<file path="src/rtl/ball_motion_if.sv">
// Signal bundle between the hit controller / cue logic and one ball_motion instance.
// Latency: n/a (wires only).
// Backpressure: none; every input is a single-cycle pulse with its data alongside.
interface ball_motion_if;
    logic               startOfFrame;
    logic               collisionOccurred;
    logic signed [10:0] ballVelXIn;
    logic signed [10:0] ballVelYIn;
    logic               hitRequest;
    logic signed [10:0] hitVelX;
    logic signed [10:0] hitVelY;
    logic               sunk;
    logic               respawn;
    logic signed [10:0] ballTopLeftPosX;
    logic signed [10:0] ballTopLeftPosY;
    logic signed [10:0] ballVelX;
    logic signed [10:0] ballVelY;
    logic               ballMoving;
    logic               ballHidden;

    // Controller side: drives pulses and velocities, reads back ball state
    modport master (
        output startOfFrame, collisionOccurred, ballVelXIn, ballVelYIn,
        output hitRequest, hitVelX, hitVelY, sunk, respawn,
        input  ballTopLeftPosX, ballTopLeftPosY, ballVelX, ballVelY,
        input  ballMoving, ballHidden
    );

    // Ball side: consumes pulses, presents registered position/velocity
    modport slave (
        input  startOfFrame, collisionOccurred, ballVelXIn, ballVelYIn,
        input  hitRequest, hitVelX, hitVelY, sunk, respawn,
        output ballTopLeftPosX, ballTopLeftPosY, ballVelX, ballVelY,
        output ballMoving, ballHidden
    );
endinterface

</file>
<file path="src/rtl/ball_motion.sv">
// Per-ball fixed-point kinematics: per-frame position advance, friction, border clamp.
// Latency: outputs change one cycle after startOfFrame / sunk / respawn.
// Backpressure: none; extra collisions/hits while a velocity is pending are dropped.
module ball_motion #(
    parameter int INIT_X    = 100,
    parameter int INIT_Y    = 100,
    parameter int FRAC_BITS = 6,
    parameter int FRICTION  = 2,
    parameter int X_MAX     = 639,
    parameter int Y_MAX     = 479
) (
    input  logic            clk,
    input  logic            reset,
    ball_motion_if.slave    bus
);
    localparam int W = 11 + FRAC_BITS;

    localparam logic signed [W-1:0] LP_INIT_X = W'(INIT_X * (1 << FRAC_BITS));
    localparam logic signed [W-1:0] LP_INIT_Y = W'(INIT_Y * (1 << FRAC_BITS));
    localparam logic signed [W:0]   LP_XMAX_F = (W+1)'(X_MAX * (1 << FRAC_BITS));
    localparam logic signed [W:0]   LP_YMAX_F = (W+1)'(Y_MAX * (1 << FRAC_BITS));
    localparam logic signed [10:0]  LP_FRIC   = 11'(FRICTION);

    typedef enum logic [1:0] {S_IDLE, S_MOVING, S_SUNK} state_t;

    state_t             r_state, w_state_nxt;
    logic signed [W-1:0] r_pos_x, r_pos_y, w_pos_x_nxt, w_pos_y_nxt;
    logic signed [10:0] r_vel_x, r_vel_y, w_vel_x_nxt, w_vel_y_nxt;
    logic               r_pend_vld, w_pend_vld_nxt, w_base_vld;
    logic signed [10:0] r_pend_vx, r_pend_vy, w_pend_vx_nxt, w_pend_vy_nxt;
    logic               r_moving, r_hidden;

    logic signed [10:0] w_v0_x, w_v0_y, w_fv_x, w_fv_y;
    logic signed [W:0]  w_sum_x, w_sum_y;

    // Move a velocity component toward zero by FRICTION without crossing zero
    function automatic logic signed [10:0] apply_friction(input logic signed [10:0] v);
        if (v > LP_FRIC)       return v - LP_FRIC;
        else if (v < -LP_FRIC) return v + LP_FRIC;
        else                   return '0;
    endfunction

    assign w_v0_x  = r_pend_vld ? r_pend_vx : r_vel_x;
    assign w_v0_y  = r_pend_vld ? r_pend_vy : r_vel_y;
    assign w_fv_x  = apply_friction(w_v0_x);
    assign w_fv_y  = apply_friction(w_v0_y);
    // One extra bit so a step past either border is visible before clamping
    assign w_sum_x = (W+1)'(r_pos_x) + (W+1)'(w_fv_x);
    assign w_sum_y = (W+1)'(r_pos_y) + (W+1)'(w_fv_y);

    // State register
    always_ff @(posedge clk or posedge reset) begin
        if (reset) r_state <= S_IDLE;
        else       r_state <= w_state_nxt;
    end

    // Next state, frame update and pending-velocity capture; respawn > sunk > frame
    always_comb begin
        w_state_nxt    = r_state;
        w_pos_x_nxt    = r_pos_x;
        w_pos_y_nxt    = r_pos_y;
        w_vel_x_nxt    = r_vel_x;
        w_vel_y_nxt    = r_vel_y;
        w_pend_vld_nxt = r_pend_vld;
        w_pend_vx_nxt  = r_pend_vx;
        w_pend_vy_nxt  = r_pend_vy;
        w_base_vld     = r_pend_vld;

        if (bus.respawn) begin
            w_state_nxt    = S_IDLE;
            w_pos_x_nxt    = LP_INIT_X;
            w_pos_y_nxt    = LP_INIT_Y;
            w_vel_x_nxt    = '0;
            w_vel_y_nxt    = '0;
            w_pend_vld_nxt = 1'b0;
        end else if (bus.sunk && r_state != S_SUNK) begin
            w_state_nxt    = S_SUNK;
            w_vel_x_nxt    = '0;
            w_vel_y_nxt    = '0;
            w_pend_vld_nxt = 1'b0;
        end else if (r_state != S_SUNK) begin
            if (bus.startOfFrame) begin
                w_vel_x_nxt = w_fv_x;
                w_vel_y_nxt = w_fv_y;
                w_pos_x_nxt = w_sum_x[W-1:0];
                w_pos_y_nxt = w_sum_y[W-1:0];
                // Border clamp is a safety net only: stop the axis dead
                if (w_sum_x < 0) begin
                    w_pos_x_nxt = '0;
                    w_vel_x_nxt = '0;
                end else if (w_sum_x > LP_XMAX_F) begin
                    w_pos_x_nxt = LP_XMAX_F[W-1:0];
                    w_vel_x_nxt = '0;
                end
                if (w_sum_y < 0) begin
                    w_pos_y_nxt = '0;
                    w_vel_y_nxt = '0;
                end else if (w_sum_y > LP_YMAX_F) begin
                    w_pos_y_nxt = LP_YMAX_F[W-1:0];
                    w_vel_y_nxt = '0;
                end
                w_state_nxt = (w_vel_x_nxt != 0 || w_vel_y_nxt != 0) ? S_MOVING : S_IDLE;
                // Pending is consumed here, so a coincident pulse lands in the next frame
                w_base_vld  = 1'b0;
            end
            w_pend_vld_nxt = w_base_vld;
            if (bus.collisionOccurred && !w_base_vld) begin
                w_pend_vld_nxt = 1'b1;
                w_pend_vx_nxt  = bus.ballVelXIn;
                w_pend_vy_nxt  = bus.ballVelYIn;
            end else if (bus.hitRequest && r_state == S_IDLE && !w_base_vld) begin
                w_pend_vld_nxt = 1'b1;
                w_pend_vx_nxt  = bus.hitVelX;
                w_pend_vy_nxt  = bus.hitVelY;
            end
        end
    end

    // Datapath and status registers
    always_ff @(posedge clk or posedge reset) begin
        if (reset) begin
            r_pos_x    <= LP_INIT_X;
            r_pos_y    <= LP_INIT_Y;
            r_vel_x    <= '0;
            r_vel_y    <= '0;
            r_pend_vld <= 1'b0;
            r_pend_vx  <= '0;
            r_pend_vy  <= '0;
            r_moving   <= 1'b0;
            r_hidden   <= 1'b0;
        end else begin
            r_pos_x    <= w_pos_x_nxt;
            r_pos_y    <= w_pos_y_nxt;
            r_vel_x    <= w_vel_x_nxt;
            r_vel_y    <= w_vel_y_nxt;
            r_pend_vld <= w_pend_vld_nxt;
            r_pend_vx  <= w_pend_vx_nxt;
            r_pend_vy  <= w_pend_vy_nxt;
            r_moving   <= (w_state_nxt == S_MOVING);
            r_hidden   <= (w_state_nxt == S_SUNK);
        end
    end

    // Integer pixel position is the fixed-point value with its fraction dropped
    assign bus.ballTopLeftPosX = r_pos_x[W-1:FRAC_BITS];
    assign bus.ballTopLeftPosY = r_pos_y[W-1:FRAC_BITS];
    assign bus.ballVelX        = r_vel_x;
    assign bus.ballVelY        = r_vel_y;
    assign bus.ballMoving      = r_moving;
    assign bus.ballHidden      = r_hidden;
endmodule
</file>
<file path="src/flat_wrapper.sv">
// flat-port wrapper written by rule: the top's interface ports become plain ports
module ball_motion_flat 
#(
    parameter int INIT_X    = 100,
    parameter int INIT_Y    = 100,
    parameter int FRAC_BITS = 6,
    parameter int FRICTION  = 2,
    parameter int X_MAX     = 639,
    parameter int Y_MAX     = 479
)
  (clk, reset, bus_startOfFrame, bus_collisionOccurred, bus_ballVelXIn, bus_ballVelYIn, bus_hitRequest, bus_hitVelX, bus_hitVelY, bus_sunk, bus_respawn, bus_ballTopLeftPosX, bus_ballTopLeftPosY, bus_ballVelX, bus_ballVelY, bus_ballMoving, bus_ballHidden);
  ball_motion_if bus_i ();
  input  logic clk;
  input  logic reset;
  input wire logic [$bits(bus_i.startOfFrame)-1:0] bus_startOfFrame;
  input wire logic [$bits(bus_i.collisionOccurred)-1:0] bus_collisionOccurred;
  input wire logic [$bits(bus_i.ballVelXIn)-1:0] bus_ballVelXIn;
  input wire logic [$bits(bus_i.ballVelYIn)-1:0] bus_ballVelYIn;
  input wire logic [$bits(bus_i.hitRequest)-1:0] bus_hitRequest;
  input wire logic [$bits(bus_i.hitVelX)-1:0] bus_hitVelX;
  input wire logic [$bits(bus_i.hitVelY)-1:0] bus_hitVelY;
  input wire logic [$bits(bus_i.sunk)-1:0] bus_sunk;
  input wire logic [$bits(bus_i.respawn)-1:0] bus_respawn;
  output wire logic [$bits(bus_i.ballTopLeftPosX)-1:0] bus_ballTopLeftPosX;
  output wire logic [$bits(bus_i.ballTopLeftPosY)-1:0] bus_ballTopLeftPosY;
  output wire logic [$bits(bus_i.ballVelX)-1:0] bus_ballVelX;
  output wire logic [$bits(bus_i.ballVelY)-1:0] bus_ballVelY;
  output wire logic [$bits(bus_i.ballMoving)-1:0] bus_ballMoving;
  output wire logic [$bits(bus_i.ballHidden)-1:0] bus_ballHidden;
  assign bus_i.startOfFrame = bus_startOfFrame;
  assign bus_i.collisionOccurred = bus_collisionOccurred;
  assign bus_i.ballVelXIn = bus_ballVelXIn;
  assign bus_i.ballVelYIn = bus_ballVelYIn;
  assign bus_i.hitRequest = bus_hitRequest;
  assign bus_i.hitVelX = bus_hitVelX;
  assign bus_i.hitVelY = bus_hitVelY;
  assign bus_i.sunk = bus_sunk;
  assign bus_i.respawn = bus_respawn;
  assign bus_ballTopLeftPosX = bus_i.ballTopLeftPosX;
  assign bus_ballTopLeftPosY = bus_i.ballTopLeftPosY;
  assign bus_ballVelX = bus_i.ballVelX;
  assign bus_ballVelY = bus_i.ballVelY;
  assign bus_ballMoving = bus_i.ballMoving;
  assign bus_ballHidden = bus_i.ballHidden;
  ball_motion #(.INIT_X(INIT_X), .INIT_Y(INIT_Y), .FRAC_BITS(FRAC_BITS), .FRICTION(FRICTION), .X_MAX(X_MAX), .Y_MAX(Y_MAX)) u_core (.clk(clk), .reset(reset), .bus(bus_i));
endmodule
</file>
<file path="config.mk">
export PLATFORM = sky130hd
export DESIGN_NAME = ball_motion_flat
export DESIGN_NICKNAME = d
export VERILOG_FILES = /design/src/rtl/ball_motion_if.sv /design/src/rtl/ball_motion.sv /design/src/flat_wrapper.sv
export SDC_FILE = /design/constraint.sdc
export NUM_CORES = 1
export LEC_CHECK = 0
export BUFFER_PORTS_ARGS = -buffer_cell sky130_fd_sc_hd__buf_2
export CORE_MARGIN = 3
export CORE_UTILIZATION = 55
export DETAILED_ROUTE_END_ITERATION = 7
export GPL_TIMING_DRIVEN = 0
export PLACE_DENSITY = 0.75
export SETUP_SLACK_MARGIN = 0.2
export SLEW_MARGIN = 25
export SYNTH_ARGS = -nofsm -noshare
export SYNTH_HDL_FRONTEND = slang
export SYNTH_SLANG_ARGS = --single-unit
</file>
<file path="constraint.sdc">
create_clock -name clk -period 12.3 [get_ports clk]
set_clock_uncertainty 0.1 [all_clocks]
set_input_delay 1.23 -clock clk [delete_from_list [all_inputs] [get_ports clk]]
set_output_delay 1.23 -clock clk [all_outputs]
set_load 0.005 [all_outputs]
</file>
==> out/qor.yml, run 1 <==
hold-worst-slack_ps: 394
synthesis.area_mm2: 0.00703
cp_num_buf_inv: 7
synth_nets: 883
timing.rr.end: "u_core.bus.ballVelY[0]"
yosysTopAreaCell: "dfrtp_1"
ys_async_sr_fraction: 1.00
track_usage: 0.273
rr_startpoint: "u_core.r_pend_vld"
cp_data_arrival_time_ps: 7230
grt_max_degree: 48
pin_count: 97
fin_crit_ps: 7090
fin_util: 0.657
ir_drop_v: 0.000303
holdBufCountCts: 0
status: "completed"
worst_r2r_path_depth: 26
dp.cells: 1054
via_per_inst: 6.08
cts_tree: "built"
ys_top_cells_by_count: "77 x dfrtp_1, 75 x nand2_1, 55 x nor2_1, 53 x o21ai_0, 42 x ha_1"
path_clk_slew_ps: 60
post_cts_resize_count: 0
ys_ff_latch: 83
layout.nets: 992
worstSetupStartpoint: "u_core.r_pend_vld"
rsz0062_at_grt: "false"
grt_pass1_wl_mm: 31.9
dr_total_vias: 6509
clockRootBuffer: "clkbuf_16"
seq_area_mm2: 0.00208
endpoint_kind: "register"
insertion_delay_ps: 350
rows: 40
slew_headroom: 0.414
htree_num_levels: 3
clock-sinks: 83
gp_congestion: 0.898
critical_path.top_delay_family: "compound AO/OA/AOI/OAI gates"
synth_area_leaders: "dfrtp_1 27%, ha_1 7.5%, mux2i_1 5.7%, a22o_1 4.5%, xnor2_1 4.4%"
setup_violations: 0
post_cts_buffers: 0
regToRegSetupSlack_ps: 5210
overflow: 0
nFillCells: 1016
num_antenna_cells: 0
detail_route.wl_per_cell_um: 17.9
cp_max_fo: 10
die_w_um: 119
hp-class: "reg2reg"
yosysSeqAreaShare: 0.297
finalSetupTns_ps: 0
fmaxAchievable_ghz: 0.141
place_area_mm2: 0.00777
min_period_over_period: 0.577
synth-main-ff-cell: "dfrtp_1"
drive_gt1_frac: 0.216
cts.path.max_buffers: 2
start_kind: "register"
cpMaxStageDelayCell: "a2111o_1"
hpwl_mm: 14.8
synth_edf_count: 0
p_leak_nw: 3.84
cts_buffers: 9
syn2layout_area_growth_pct: 14.6
required_ps: 12440
final_max_slew_viol_count: 0
die_height_um: 119
dieArea_mm2: 0.0142
crit_type: "reg2reg"
path_depth: 26
grt_pass1_vias: 6435
powerDensity_mw_per_mm2: 295
critical_path.endpoint: "u_core.bus.ballVelY[0]"
finalInstanceArea_mm2: 0.00806
ys_warn_count: 0
syn-instance-count: 788
core_mm2: 0.0123
drc: 0
avgSynthCellArea_um2: 8.92
drt_first_pass_iters: 4
synth_top_area_frac: 0.274
antenna_found_initial: 1
finalHoldViolCount: 0
drt_iter0_markers: 489
totalWireLength_mm: 19.2
worst_path_largest_cell_delay_ps: 500
multi_input_area_mm2: 0.00457
layout.cells.non_filler: 1070
initial_core_util: 0.573
worst_pin_slew_ps: 878
maxCapViolations: 0
yosysMostFrequentCell: "dfrtp_1"
drtAntennaViolNets: 0
synth_cell_type_count: 90
port-buffer-count: 96
-- logic make-up after synthesis --
group / synth area share
flip-flops: 0.297
XOR/XNOR: 0.0710
buffers and inverters: 0.0555
AND/OR/NAND/NOR: 0.176
AO/OA/AOI/OAI: 0.252
adder cells (fa/ha/maj): 0.0805
multiplexers: 0.0685
-- cell usage in the layout, fill, tap and decap left out, types with 20 or more instances in the layout --
| cell | Yosys | layout |
|---|---|---|
| buf_2 | 6 | 103 |
| dfrtp_1 | 77 | 77 |
| nand2_1 | 75 | 75 |
| nor2_1 | 55 | 55 |
| o21ai_0 | 53 | 53 |
| ha_1 | 42 | 42 |
| mux2i_1 | 40 | 40 |
| a22o_1 | 36 | 36 |
| a21oi_1 | 35 | 35 |
| xnor2_1 | 35 | 35 |
| buf_4 | 26 | 26 |
| xor2_1 | 22 | 22 |
| clkbuf_1 | 17 | 20 |
-- sequential cells by signal, summed over array words and instances, names as in the netlist --
signal / flops
u_core.bus.ballHidden: 1
u_core.bus.ballMoving: 1
u_core.bus.ballVelX: 11
u_core.bus.ballVelY: 11
u_core.r_pend_vld: 1
u_core.r_pend_vx: 11
u_core.r_pend_vy: 11
u_core.r_pos_x: 17
u_core.r_pos_y: 17
u_core.r_state: 2
-- power breakdown --
part	internal, mW	total (mW)	switching, mW
clock network	0.163	0.277	0.115
registers	0.345	0.421	0.0762
logic	0.670	1.68	1.01
total	1.18	2.38	1.20
-- how the worst min path moves through the flow --
| stage | start | to | slack (ps) | cells after the start |
|---|---|---|---|---|
| 4_1_cts | u_core.r_pos_y[2] | u_core.r_pos_y[2] | 390 | 2 |
| 3_3_place_gp | u_core.r_pos_y[2] | u_core.r_pos_y[2] | 380 | 2 |
| 3_5_place_dp | u_core.r_pos_y[2] | u_core.r_pos_y[2] | 380 | 2 |
| 5_1_grt | u_core.r_pos_y[2] | u_core.r_pos_y[2] | 430 | 2 |
| 6_report | u_core.r_pos_y[2] | u_core.r_pos_y[2] | 390 | 2 |
| 2_1_floorplan | u_core.r_pend_vx[0] | u_core.r_pend_vx[0] | 350 | 2 |
-- routing by layer --
layer  GRT usage  part of all wire
met5           0           0.00047
met4      0.0891             0.028
met3      0.0617             0.062
met2       0.432              0.45
met1       0.369              0.46
-- stage by stage --
step | power [mW] | setup slack, ps
final | 2.38 | 5210
after global placement | 2.01 | 5150
after CTS | 2.36 | 5280
after floorplan | 1.69 | 6170
after detailed placement | 2.08 | 5330
after global routing | 2.58 | 4680
-- worst min-delay path: stages, from the launching register on --
cell     delay, ps
dfrtp_1        350
nand2_1         50
o31ai_1         50
-- area by class of cell --
cell class                      count  area share
Clock inverter                      3     0.00497
Tap cell                          168      0.0261
Multi-Input combinational cell    635       0.567
Timing Repair Buffer               98      0.0637
Inverter                           16     0.00777
Clock buffer                       13      0.0311
Buffer                             54      0.0410
Sequential cell                    83       0.259
Power figures use the tool's default switching activity.
==> inputs of run 2 (changes only) <==
--- a/config.mk
+++ b/config.mk
@@ -7,7 +7,7 @@
 export LEC_CHECK = 0
 export BUFFER_PORTS_ARGS = -buffer_cell sky130_fd_sc_hd__buf_2
 export CORE_MARGIN = 3
-export CORE_UTILIZATION = 55
+export CORE_UTILIZATION = 53
 export DETAILED_ROUTE_END_ITERATION = 7
 export GPL_TIMING_DRIVEN = 0
 export PLACE_DENSITY = 0.75
==> constraint.sdc (replaced) <==
create_clock -name clk -period 5.8 [get_ports clk]
set_clock_uncertainty 0.1 [all_clocks]
set_input_delay 0.58 -clock clk [delete_from_list [all_inputs] [get_ports clk]]
set_output_delay 0.58 -clock clk [all_outputs]
set_load 0.005 [all_outputs]
==> run 2 against run 1 <==
Against the previous run: non-clock buffer count is 83 higher; sequential share of layout area is 4.3 points lower; design area is 20% higher; first-iteration DRC count is 10% higher; die area is 3.6% higher; maximum frequency is 22% higher; the flow now finishes with violations (negative setup slack); wire length is 21% higher; register-to-register slack worse by 5200 ps; final cell count is 8.1% higher; power grew to 3.0 times the previous value; critical path depth is 2 higher; via count is 12% higher.
==> out/qor.yml, run 2 (synthesis gave the netlist of run 1 again) <==
die_w_um: 121
crit_type: "reg2reg"
hold-worst-slack_ps: 172
detail_route.wl_per_cell_um: 20.0
antenna_found_initial: 0
dieArea_mm2: 0.0147
grt_max_degree: 47
rows: 41
drt_first_pass_iters: 5
layout_common_cells: "101 x buf_4, 98 x buf_2, 77 x dfrtp_1"
endpoint_kind: "register"
nFillCells: 881
worst_path_largest_cell_delay_ps: 480
htree_num_levels: 3
cts_buffers: 9
powerDensity_mw_per_mm2: 742
drt_iter0_markers: 540
hpwl_mm: 15.0
cp_data_arrival_time_ps: 5950
regToRegSetupSlack_ps: -10
clockRootBuffer: "clkbuf_16"
syn2layout_area_growth_pct: 37.8
layout_commonest_cell: "buf_4"
final_max_slew_viol_count: 0
dr_total_vias: 7296
num_antenna_cells: 0
cts.path.max_buffers: 2
fmaxAchievable_ghz: 0.172
ir_drop_v: 0.000664
setup_violations: 1
pin_count: 97
track_usage: 0.291
maxCapViolations: 0
fin_ws_ps: -11.9
layout.nets: 1075
critical_path.top_delay_family: "compound AO/OA/AOI/OAI gates"
grt_pass1_vias: 6850
totalWireLength_mm: 23.1
layout.cells.non_filler: 1157
drtAntennaViolNets: 0
p_leak_nw: 4.45
grt_pass1_wl_mm: 34.2
slew_headroom: 0.363
worst_pin_slew_ps: 950
dp_slack_ps: -558
insertion_delay_ps: 360
fin_crit_ps: 5810
drive_gt1_frac: 0.390
cp_max_fo: 5
drc: 0
clock-sinks: 83
holdBufCountCts: 0
gp_congestion: 0.904
path_clk_slew_ps: 70
hp-class: "in2async"
cts_tree: "built"
reg_top3: "u_core.r_pos_x: 17 flops, u_core.r_pos_y: 17 flops"
overflow: 0
finalHoldViolCount: 0
dp.cells: 1058
die_height_um: 121
rsz0062_at_grt: "true"
status: "complete, but fails checks"
via_per_inst: 6.31
start_kind: "register"
initial_core_util: 0.550
violations: "negative setup slack"
cpMaxStageDelayCell: "a2111o_1"
required_ps: 5940
cp_num_buf_inv: 8
core_mm2: 0.0128
port-buffer-count: 96
min_period_over_period: 1.00
==> run 2: final timing paths <==
| path | from | to | depth (start not counted) |
|---|---|---|---|
| worst max-delay path | u_core.r_pend_vld | u_core.r_pos_y[1] | 28 |
| worst min-delay path | reset | u_core.r_pos_y[15] | 2 |
| worst max register to register | u_core.r_pend_vld | u_core.r_pos_y[1] | 28 |
| worst min register to register | u_core.r_pos_x[0] | u_core.r_pos_x[0] | 1 |
| max in group asynchronous | reset | u_core.r_pend_vx[5] | 3 |
| min in group clk | u_core.r_pos_x[0] | u_core.r_pos_x[0] | 1 |
==> run 2: layer usage <==
layer,routed length (µm),track usage,vias up
li1,-,-,3300
met1,9610,0.383,3538
met2,11000,0.467,387
met3,1740,0.0476,71
met4,762,0.141,0
met5,0,0,-
==> run 2: final cells by class <==
class / count / area, µm² / share of cell area
timing repair buffer: 181 / 1170 / 0.121
inverter: 16 / 65.1 / 0.00672
sequential: 83 / 2080 / 0.215
clock inverter: 6 / 71.3 / 0.00737
multi-input combinational: 635 / 5440 / 0.561
tap: 172 / 215 / 0.0222
clock buffer: 10 / 239 / 0.0247
buffer: 54 / 399 / 0.0412
==> run 2: per-stage QoR <==
step           setup TNS, ps   util  area (µm²)  power [mW]
2_1_floorplan              0      -        7160        3.66
3_3_place_gp          -25630  0.615        7850        4.36
3_5_place_dp          -21720  0.618        7900        4.48
4_1_cts                    0  0.696        8890        5.74
5_1_grt                -4310  0.758        9680        7.57
6_report               -11.9  0.758        9680        7.18
==> run 2: report_power, final <==
part	internal, mW	total [mW]	switching (mW)
clock network	0.350	0.621	0.271
registers	0.732	0.914	0.182
logic	2.57	5.65	3.08
==> run 2: what timing repair did <==
action | CTS | global route
endpoints found under the setup margin | 55 | 55
pin swaps | 34 | 73
gates resized for setup | 60 | 118
gates cloned | 1 | 0
buffers inserted | 49 | 33
==> inputs of run 3 (changes only) <==
--- a/config.mk
+++ b/config.mk
@@ -10,7 +10,7 @@
 export CORE_UTILIZATION = 53
 export DETAILED_ROUTE_END_ITERATION = 7
 export GPL_TIMING_DRIVEN = 0
-export PLACE_DENSITY = 0.75
+export PLACE_DENSITY = 0.77
 export SETUP_SLACK_MARGIN = 0.2
 export SLEW_MARGIN = 25
 export SYNTH_ARGS = -nofsm -noshare
==> constraint.sdc (replaced) <==
create_clock -name clk -period 5.8 [get_ports clk]
set_clock_uncertainty 0.1 [all_clocks]
set_input_delay 1.45 -clock clk [delete_from_list [all_inputs] [get_ports clk]]
set_output_delay 1.45 -clock clk [all_outputs]
set_load 0.005 [all_outputs]
==> run 3 against run 2 <==
Against the previous run: the run still ends with negative setup slack left; first-iteration DRC count rose by 12%; die area unchanged; design area decreased by 0.68%; core utilization down 0.52 points; maximum frequency down 4.2%; combinational power decreased by 5.0%; sequential share of layout area rose by 0.15 points; critical path type unchanged; critical endpoint is now u_core.bus.ballVelX[5]; largest power group unchanged.
==> out/qor.yml, run 3 (synthesis gave the netlist of run 1 again) <==
p_sw_mw: 3.39
hpwl_mm: 14.3
seq_area_mm2: 0.00208
insertion_delay_ps: 360
worst_path_largest_cell_delay_ps: 500
track_usage: 0.286
drtAntennaViolNets: 0
cpMostUsedCell: "buf_8"
gp_congestion: 0.914
status: "complete, but fails checks"
violations: "negative setup slack"
totalWireLength_mm: 22.9
grt_max_degree: 53
syn2layout_area_growth_pct: 36.8
num_antenna_cells: 0
holdBufCountCts: 0
cts.path.max_buffers: 2
endpoint_kind: "register"
port-buffer-count: 96
cp_max_fo: 9
crit_type: "reg2reg"
die_height_um: 121
fin_crit_ps: 6070
start_kind: "register"
die_w_um: 121
seqPwrFrac: 0.132
grt_pass1_wl_mm: 33.5
fin_ws_ps: -266
slew_headroom: 0.367
combPwrFrac: 0.780
rsz0062_at_grt: "true"
rows: 41
maxCapViolations: 0
detail_route.wl_per_cell_um: 19.9
path_clk_slew_ps: 70
cts_tree: "built"
setup_violations: 49
clockRootBuffer: "clkbuf_16"
finalSetupTns_ps: -7730
drt_first_pass_iters: 5
nFillCells: 840
required_ps: 5950
reg_top3: "u_core.r_pos_x: 17 flops, u_core.r_pos_y: 17 flops"
layout.nets: 1067
drt_iter0_markers: 605
p_leak_nw: 4.41
fmaxAchievable_ghz: 0.165
pin_count: 97
ir_drop_v: 0.000672
drc: 0
final_max_slew_viol_count: 0
cts_buffers: 9
switching_share: 0.493
via_per_inst: 6.26
hp-class: "reg2reg"
layout_commonest_cell: "buf_2"
core_mm2: 0.0128
antenna_found_initial: 0
worst_pin_slew_ps: 949
min_period_over_period: 1.05
power.internal_mw: 3.50
multi_input_area_mm2: 0.00539
cp_data_arrival_time_ps: 6210
clock-sinks: 83
powerDensity_mw_per_mm2: 717
hold-worst-slack_ps: 414
overflow: 0
clockPowerShare: 0.088
dr_total_vias: 7190
drive_gt1_frac: 0.378
cpMaxStageDelayCell: "or4b_4"
layout_common_cells: "100 x buf_2, 82 x buf_4, 77 x dfrtp_1"
power_mw: 6.89
initial_core_util: 0.550
finalHoldViolCount: 0
htree_num_levels: 3
grt_pass1_vias: 6726
dieArea_mm2: 0.0147
==> run 3: changes by cell type in the layout (fill, tap and decap cells not counted), sizes merged <==
cell | previous run | this run
buf | 218 | 210
clkbuf | 27 | 28
clkinv | 1 | 2
inv | 18 | 16
==> run 3: power groups by stage <==
| stage | Sequential [mW] | Combinational [mW] | Clock, mW |
|---|---|---|---|
| finish | 0.909 | 5.37 | 0.609 |
| detailed placement | 0.895 | 3.55 | 0 |
| floorplan | 0.846 | 2.81 | 0 |
| global placement | 0.896 | 3.48 | 0 |
| CTS | 0.894 | 4.22 | 0.611 |
| global route | 0.928 | 5.74 | 0.632 |
==> run 3: path summary, 6_finish.rpt <==
check,start,endpoint,slack [ps],cells past startpoint
min,u_core.r_pos_y[2],u_core.r_pos_y[2],410,2
max reg2reg,u_core.r_pend_vld,u_core.bus.ballVelX[5],-270,30
max in group asynchronous,reset,u_core.r_pos_y[8],3950,3
max,u_core.r_pend_vld,u_core.bus.ballVelX[5],-270,30
min in group asynchronous,reset,u_core.r_pos_y[16],1010,2
min reg2reg,u_core.r_pos_y[2],u_core.r_pos_y[2],410,2
==> run 3: what timing repair did <==
| item | 4_1_cts | 5_1_grt |
|---|---|---|
| pin swaps | 41 | 57 |
| cloned | 1 | 1 |
| gates resized for setup | 65 | 107 |
| buffers inserted | 48 | 25 |
| endpoints found under the setup margin | 55 | 55 |
==> run 3: layer usage <==
layer / up-vias / GRT usage / share of wire
met4: 0 / 0.113 / 0.036
met2: 355 / 0.477 / 0.47
met5: - / 0 / 0
met3: 74 / 0.0499 / 0.069
met1: 3472 / 0.371 / 0.42
li1: 3289 / - / -
==> run 3: cell type report <==
| cell class | count | area share |
|---|---|---|
| Inverter | 16 | 0.00677 |
| Timing Repair Buffer | 173 | 0.121 |
| Sequential cell | 83 | 0.217 |
| Tap cell | 172 | 0.0224 |
| Clock buffer | 11 | 0.0252 |
| Buffer | 54 | 0.0410 |
| Multi-Input combinational cell | 635 | 0.561 |
| Clock inverter | 5 | 0.00651 |
==> run 3: worst max-delay path: cells and delay by family, from the launching register on <==
kind	cells	cell delay, ps
AND/OR/NAND/NOR	7	1530
AO/OA/AOI/OAI	8	1480
buffers and inverters	10	1250
adder cells (fa/ha/maj)	3	790
flip-flops	1	380
multiplexers	1	190
XOR/XNOR	1	190
==> run 3: through the flow <==
| stage | area (µm²) | util | setup WS (ps) | cells |
|---|---|---|---|---|
| global route | 9620 | 0.753 | -415 | 1149 |
| global placement | 7850 | 0.615 | -835 | 1056 |
| floorplan | 7160 | - | 170 | 788 |
| finish | 9620 | 0.753 | -266 | 1149 |
| detailed placement | 7900 | 0.618 | -552 | 1058 |
| CTS | 8910 | 0.698 | -18.9 | 1123 |
